===== src/rtl/ro_pkg.sv =====
// Shared constants and FSM state encoding for the readout frame capture block.
package ro_pkg;

   localparam int SLOTS   = 8;
   localparam int SEQ_W   = 8;
   localparam int GAP_MAX = 4;
   localparam int FRAME_W = 2 * SLOTS;

   typedef enum logic [1:0] {
      IDLE = 2'd0,
      CAPT = 2'd1,
      GAP  = 2'd2
   } state_t;

endpackage


===== src/rtl/ro_fall_det.sv =====
// Registers the divide-by-8 frame clock as data and flags its falling edge.
module ro_fall_det
   import ro_pkg::*;
(
   input  logic clk_ext,
   input  logic rst,
   input  logic clk_8,
   output logic fall
);

   logic c8_q;

   // c8_q resets high so a low clk_8 right after reset counts as a fall
   always_ff @(posedge clk_ext) begin
      if (rst) begin
         c8_q <= 1'b1;
      end else begin
         c8_q <= clk_8;
      end
   end

   assign fall = c8_q & ~clk_8;

endmodule


===== src/rtl/ro_frame_capture.sv =====
// Samples the shared 2-bit readout bus once per slot, assembles frames and
// presents them over valid/ready with sticky overflow and sync error pulse.
module ro_frame_capture
   import ro_pkg::*;
#(
   parameter int SLOTS_P   = ro_pkg::SLOTS,
   parameter int SEQ_W_P   = ro_pkg::SEQ_W,
   parameter int GAP_MAX_P = ro_pkg::GAP_MAX
)
(
   input  logic                 clk_ext,
   input  logic                 rst,
   input  logic                 clk_8,
   input  logic [1:0]           bus_in,
   input  logic                 cap_en,
   input  logic                 frame_ready,
   input  logic                 ovf_clr,
   output logic                 frame_valid,
   output logic [2*SLOTS_P-1:0] frame_data,
   output logic [SEQ_W_P-1:0]   frame_seq,
   output logic                 overflow,
   output logic                 sync_err
);

   localparam int FW    = 2 * SLOTS_P;
   localparam int CNT_W = (SLOTS_P > 1) ? $clog2(SLOTS_P) : 1;
   localparam int GAP_W = $clog2(GAP_MAX_P + 1) + 1;

   state_t            state, state_n;
   logic [CNT_W-1:0]  slot_cnt, slot_n;
   logic [GAP_W-1:0]  gap_cnt, gap_n;
   logic [SEQ_W_P-1:0] seq;
   logic [FW-1:0]     asm_q;
   logic [FW-1:0]     shift_n;
   logic              fall;
   logic              sample;
   logic              complete;
   logic              err;

   ro_fall_det u_fall_det (
      .clk_ext (clk_ext),
      .rst     (rst),
      .clk_8   (clk_8),
      .fall    (fall)
   );

   // New slot enters at the top, so after SLOTS samples slot k sits at [2k+1:2k]
   assign shift_n = {bus_in, asm_q[FW-1:2]};

   always_comb begin
      state_n  = state;
      slot_n   = slot_cnt;
      gap_n    = gap_cnt;
      sample   = 1'b0;
      complete = 1'b0;
      err      = 1'b0;
      if (!cap_en) begin
         state_n = IDLE;
         slot_n  = '0;
         gap_n   = '0;
      end else begin
         case (state)
            IDLE: begin
               if (fall) begin
                  sample  = 1'b1;
                  slot_n  = CNT_W'(1);
                  state_n = CAPT;
               end
            end
            CAPT: begin
               sample = 1'b1;
               if (fall) begin
                  // short frame: drop what we have and treat this as slot 0
                  err    = 1'b1;
                  slot_n = CNT_W'(1);
               end else if (slot_cnt == CNT_W'(SLOTS_P - 1)) begin
                  complete = 1'b1;
                  slot_n   = '0;
                  gap_n    = '0;
                  state_n  = GAP;
               end else begin
                  slot_n = slot_cnt + CNT_W'(1);
               end
            end
            GAP: begin
               if (fall) begin
                  sample  = 1'b1;
                  slot_n  = CNT_W'(1);
                  state_n = CAPT;
               end else if (gap_cnt == GAP_W'(GAP_MAX_P)) begin
                  err     = 1'b1;
                  gap_n   = '0;
                  state_n = IDLE;
               end else begin
                  gap_n = gap_cnt + GAP_W'(1);
               end
            end
            default: begin
               state_n = IDLE;
               slot_n  = '0;
               gap_n   = '0;
            end
         endcase
      end
   end

   always_ff @(posedge clk_ext) begin
      if (rst) begin
         state    <= IDLE;
         slot_cnt <= '0;
         gap_cnt  <= '0;
         sync_err <= 1'b0;
      end else begin
         state    <= state_n;
         slot_cnt <= slot_n;
         gap_cnt  <= gap_n;
         sync_err <= err;
      end
   end

   always_ff @(posedge clk_ext) begin
      if (sample) begin
         asm_q <= shift_n;
      end
   end

   // 1-entry output register; a completion while held and not accepted is dropped
   always_ff @(posedge clk_ext) begin
      if (rst) begin
         seq         <= '0;
         frame_valid <= 1'b0;
         frame_data  <= '0;
         frame_seq   <= '0;
         overflow    <= 1'b0;
      end else begin
         if (ovf_clr) begin
            overflow <= 1'b0;
         end
         if (complete) begin
            seq <= seq + SEQ_W_P'(1);
            if (!frame_valid || frame_ready) begin
               frame_valid <= 1'b1;
               frame_data  <= shift_n;
               frame_seq   <= seq;
            end else begin
               overflow <= 1'b1;
            end
         end else if (frame_valid && frame_ready) begin
            frame_valid <= 1'b0;
         end
      end
   end

endmodule


===== config.mk =====
export PLATFORM = sky130hd
export DESIGN_NAME = ro_frame_capture
export DESIGN_NICKNAME = d
export VERILOG_FILES = /design/src/rtl/ro_pkg.sv /design/src/rtl/ro_fall_det.sv /design/src/rtl/ro_frame_capture.sv
export SDC_FILE = /design/constraint.sdc
export NUM_CORES = 1
export LEC_CHECK = 0
export CORE_MARGIN = 5
export CORE_UTILIZATION = 57
export DETAILED_ROUTE_END_ITERATION = 10
export GPL_ROUTABILITY_DRIVEN = 0
export MAX_ROUTING_LAYER = met4
export PLACE_DENSITY = 0.83
export SYNTH_ARGS = -nofsm -noshare
export SYNTH_HDL_FRONTEND = slang
export SYNTH_SLANG_ARGS = --single-unit

===== constraint.sdc =====
create_clock -name clk_ext -period 3.7 [get_ports clk_ext]
set_clock_uncertainty 0.1 [all_clocks]
set_input_delay 0.74 -clock clk_ext [delete_from_list [all_inputs] [get_ports clk_ext]]
set_output_delay 0.74 -clock clk_ext [all_outputs]
set_load 0.005 [all_outputs]

# Word-level counts from Yosys, hierarchy flattened
# Cells that the tools add are included.
# word_totals
ff_bits	61
elab_cells	71
# classes
add_sub_neg	3
eq_ne	11
muxes	31
n_bitwise	4
reduce_logical	11
# ops
op	n
$mux W4	4
$mux W1	14
$pmux W4 S3	1
$mux W2	5
$mux W3	3
$add A8 B1 Y8 const B	1
$ne A2 B2 Y1 const B	4
$reduce_and A4 Y1	2
$pmux W2 S3	1
$pmux W3 S2	1
$add A4 B1 Y4 const B	1
$eq A4 B3 Y1 const B	1
$ne A2 B1 Y1 const B	2
$pmux W1 S2	2
$reduce_and A2 Y1	2
$reduce_or A2 Y1	2
$add A3 B1 Y3 const B	1
$eq A3 B3 Y1 const B	1
$ne A3 B3 Y1 const B	1
$not A1 Y1	3
$eq A2 B1 Y1 const B	1
$eq A2 B2 Y1 const B	1
$logic_not A2 Y1	1
$reduce_bool A2 Y1	1
4 further kinds	4

# Logic depth before layout (Yosys ltp)
# depth
depth_word	7
ltp_mapped	8

# Cells and area by module
# From an unflattened synthesis, not the netlist that was laid out.
# hier_totals
cells_unflattened	256
hier_area_um2	2468.6
# modules_own_cells
module	instances	cells_per_inst	area_each_um2	seq_area_each_um2
ro_frame_capture	1	253	2433.6	1301.2
ro_fall_det	1	3	35.0	20.0

# Least setup slack after synthesis
# No wires, ideal clock.
# synth_path
path_type	input -> register
start	input clk_8
end	register asm_q[10] (enable)
setup_ns	0.367
arrival_time_ns	1.470
slack_ns	1.763
cell_stages	3
path_buffers	0
cell_sequence	nand2b_1 > mux2i_1 > and2_1
# synth_between
elab_chain_len	5
# synth_rtl
element	line	text
from (decl)	ro_frame_capture.sv:13	input logic clk_8,
$not A1 Y1	ro_fall_det.sv:22	assign fall = c8_q & ~clk_8;
$and A1 B1 Y1	ro_fall_det.sv:22	
$mux W1	ro_frame_capture.sv:64, ro_frame_capture.sv:86	
$pmux W1 S2	ro_frame_capture.sv:62	case (state)
$mux W1	ro_frame_capture.sv:57	if (!cap_en) begin
net sample	ro_frame_capture.sv:36	logic sample;
to (signal assigned)	ro_frame_capture.sv:123	asm_q <= shift_n;
to (decl)	ro_frame_capture.sv:33	logic [FW-1:0] asm_q;
# The timed path passes the listed nets, and every way through them passes these cells.
# A chain may end at the register's enable or synchronous reset.

# Final worst setup path
# layout_path
start	input clk_8
end	register asm_q[3] (enable)
# The elaborated chain is that of the path after synthesis.

==> metrics.csv <==
stage,metric,value,unit
run_status,status,"finished, final reports clean",
setup_path,cp_slowest_stage_delay,570,ps
global_route,number_of_global_route_vias_before_repair,1641,
clock_tree,postCtsSetupBuffers,0,
setup_path,r2r_end,frame_seq[7]$_SDFFE_PP0P_,
sta,rsz0062_at_grt,no,
layout,syn2layout_area_growth,22.3,%
synth,synth_flop_type,dfxtp_1,
clock_tree,cts_root_buffer,clkbuf_8,
sta,worst_path_setup_slack_after_routing,1400,ps
layout,antenna_cells_inserted,0,
setup_path,type_of_element_capturing_the_critical_path,flop,
power_and_ir_drop,clock_power_share,42.7,%
synth,synthArstFlopShare,0,%
floorplanning,dieHeight,75.6,um
synth,yosys_warnings,0,
layout,fill_cells,318,
setup_path,critical_path_arrival,2160,ps
power_and_ir_drop,switching_share,21.1,%
sta,final_period_minus_worst_setup_slack,2300,ps
power_and_ir_drop,worst_ir_drop_vdd,0.000314,V
floorplanning,floorplan.initialDensity,60.1,%
sta,final_min_period_over_clock_period,62.2,%
setup_path,regToRegSetupSlack,1630,ps
global_route,grt_first_pass_wirelength,7530,um
sta,worstMarginPinSlew,707,ps
floorplanning,core.rowCount,23,
setup_path,crit_required,3560,ps
synth,number_of_enable_flip_flop_cells_after_synthesis,14,
hold_path,hold_path.class,reg2reg,
power_and_ir_drop,power_density,432,nW/um^2
clock_tree,tritoncts_num_sinks,59,
drt,drc_errors,0,
placed_design,placedCellCount,306,
drt,routed_wl,4510,um
layout,fraction_of_final_layout_cells_with_drive_strength_greater_than_1,7.72,%
synth,ys_seq_area_share,53.8,%
synth,synthesis.area,2460,um^2
synth,synthesis.instances,228,
clock_tree,cts_tree,built,
drt,antenna_violating_nets_post_route,0,
sta,final_hold_viol_count,0,
placed_design,placed_area,2820,um^2
drt,drt_first_pass_iters,4,
hold_path,worst_hold_startpoint,asm_q[9]$_DFFE_PP_,
layout,ff_latch_area,1320,um^2
power_and_ir_drop,power.switching,0.274,mW
layout,final_net_count,285,
clock_tree,hold_buffers,0,
global_route,antenna_violations_before_repair,0,
sta,achievable-frequency,435,MHz
floorplanning,fp.coreArea,4090,um^2
setup_path,cpLargestDelayFamily,simple AND/OR/NAND/NOR gates,
clock_tree,post_cts.resized_instances,0,
layout,post_layout_nonfiller_instances,322,
setup_path,critical_path.max_fanout,14,
clock_tree,h_tree_level_count,3,
synth,postSynthRegisterBits,59,
layout,multi_input_gate_area,1040,um^2
synth,synth_nets,246,
clock_tree,max-clock-path-buffers,2,
placed_design,dp.final_hpwl,3170,um
setup_path,crit_path_cell_count,4,
sta,maxSlewHeadroom,52.7,%
global_route,global_route_overflow,0,
setup_path,cp_num_buf_inv,1,
setup_path,slowest_stage_cell_on_the_critical_path,and2_1,
floorplanning,floorplan.die_area,5720,um^2
power_and_ir_drop,internal_power,1.02,mW
sta,fin_tns_setup,0,ps
synth,post_synth.cell_area_avg,10.8,um^2
setup_path,critical_path.cell_chain,clkdlybuf4s50_1 > nand2b_1 > mux2i_1 > and2_1,
setup_path,worst_r2r_path_depth,7,
setup_path,regToRegStartpoint,state[1]$_SDFFE_PP0P_,
power_and_ir_drop,power.static_leakage,1.06,nW
setup_path,criticalPathCategory,in2reg,
clock_tree,path_clk_slew,60,ps
sta,setup-violations-final,0,
layout,finish.instance_area,3000,um^2
power_and_ir_drop,portion_of_total_power_attributed_to_combinational_logic,5.0,%
drt,routed-via-count,1716,
drt,vias_per_cell,5.33,
floorplanning,chipWidth,75.6,um
global_route,grt_max_degree,21,
hold_path,worst_hold_path.endpoint,asm_q[7]$_DFFE_PP_,
drt,drt_iter0_markers,76,
setup_path,critPathLaunchType,input pin,
synth,number_of_library_cell_types_mapped_by_synthesis,42,
clock_tree,clkLatencyLatePin,330,ps
global_route,grtUsageTotal,18.6,%
placed_design,placement.setup.worst_slack,1060,ps
hold_path,hold_path_depth,0,
power_and_ir_drop,p_seq_share,52.4,%
drt,post_drt_wl_per_cell,14.0,um
clock_tree,cts-buffers-inserted,9,
job,cap_viol_max_count,0,
sta,timing.final.max_slew_violations,0,
layout,finalCoreUtilization,73.5,%
floorplanning,io_pins,35,
placed_design,buffers_on_ports,34,
power by group through the flow:
| stage | Sequential [mW] | Clock (mW) | Combinational, mW |
|---|---|---|---|
| floorplan | 0.691 | 0 | 0.0468 |
| global placement | 0.692 | 0 | 0.0623 |
| detailed placement | 0.693 | 0 | 0.0636 |
| CTS | 0.679 | 0.569 | 0.0643 |
| global route | 0.679 | 0.607 | 0.0707 |
| finish | 0.679 | 0.553 | 0.0642 |
per-layer routing:
metal,global-route usage [%],share of wire [%],up-vias
li1,-,-,866
met1,21.1,43,800
met2,28.7,50,38
met3,7.52,4.8,12
met4,8.35,2.3,0
met5,-,0,-
cells in the final DEF, fill, tap and decap left out, types with 3 or more instances in the layout:
cell type / Yosys / routed
nor2_1: 42 / 42
edfxtp_1: 14 / 14
buf_4: 0 / 3
a21oi_1: 9 / 9
inv_1: 7 / 7
nand3_1: 6 / 6
xnor2_1: 4 / 4
o21ai_0: 4 / 4
clkdlybuf4s50_1: 0 / 34
clkbuf_8: 0 / 10
mux2i_1: 25 / 25
dfxtp_1: 45 / 45
clkbuf_1: 4 / 3
ha_1: 10 / 10
nor2b_1: 6 / 6
nor4b_1: 3 / 3
nor3_1: 4 / 4
nand2_1: 10 / 10
worst max-delay path by stage:
stage | from | endpoint
after CTS | clk_8 | asm_q[3]$_DFFE_PP_
final | clk_8 | asm_q[3]$_DFFE_PP_
after detailed placement | clk_8 | asm_q[3]$_DFFE_PP_
after global placement | clk_8 | asm_q[13]$_DFFE_PP_
after global routing | clk_8 | asm_q[3]$_DFFE_PP_
after floorplan | clk_8 | asm_q[10]$_DFFE_PP_
flip-flops by register name, summed over array words and instances, names as in the netlist:
name	count
frame_data	16
gap_cnt	4
frame_valid	1
seq	8
frame_seq	8
sync_err	1
state	2
slot_cnt	3
overflow	1
u_fall_det.c8_q	1
asm_q	14
cells in the mapped netlist, drive strengths merged (2+ instances only):
master / number / share of area, %
inv: 7 / 1.1
nor4b: 3 / 1.1
edfxtp: 14 / 17
nor2: 42 / 6.4
clkbuf: 4 / 0.61
nand3: 7 / 1.9
mux2: 2 / 0.92
nand2: 10 / 1.5
ha: 10 / 5.1
o21ai: 4 / 0.82
mux2i: 25 / 10
a21oi: 9 / 1.8
and3: 2 / 0.51
nor3: 5 / 1.5
xor2: 2 / 0.71
buf: 5 / 2.0
dfxtp: 45 / 37
a211oi: 2 / 0.61
nand4b: 2 / 0.71
nor2b: 6 / 1.5
xnor2: 4 / 1.4
cells by family (layout without fill, tap and decap cells):
kind of cell    after synthesis  count (layout)  synth area share, %
buf+inv                      16              60                 3.72
xor+xnor                      6               6                 2.14
flops                        59              59                 53.8
fa+ha+maj                    10              10                 5.09
mux                          27              27                 11.1
simple gates                 88              88                 18.5
compound gates               22              22                 5.65
through the flow:
stage	power (mW)	hold slack, ps
6_report	1.30	348
3_5_place_dp	0.756	334
5_1_grt	1.36	360
4_1_cts	1.31	348
3_3_place_gp	0.754	330
2_1_floorplan	0.737	326
area by class of cell:
type,instances,area share (%)
sequential,59,44.0
multi-input combinational,153,34.7
timing repair buffer,37,12.1
clock buffer,13,4.96
tap,50,2.08
clock inverter,3,1.25
inverter,7,0.875
No activity file was read; power rests on OpenSTA's default activity.
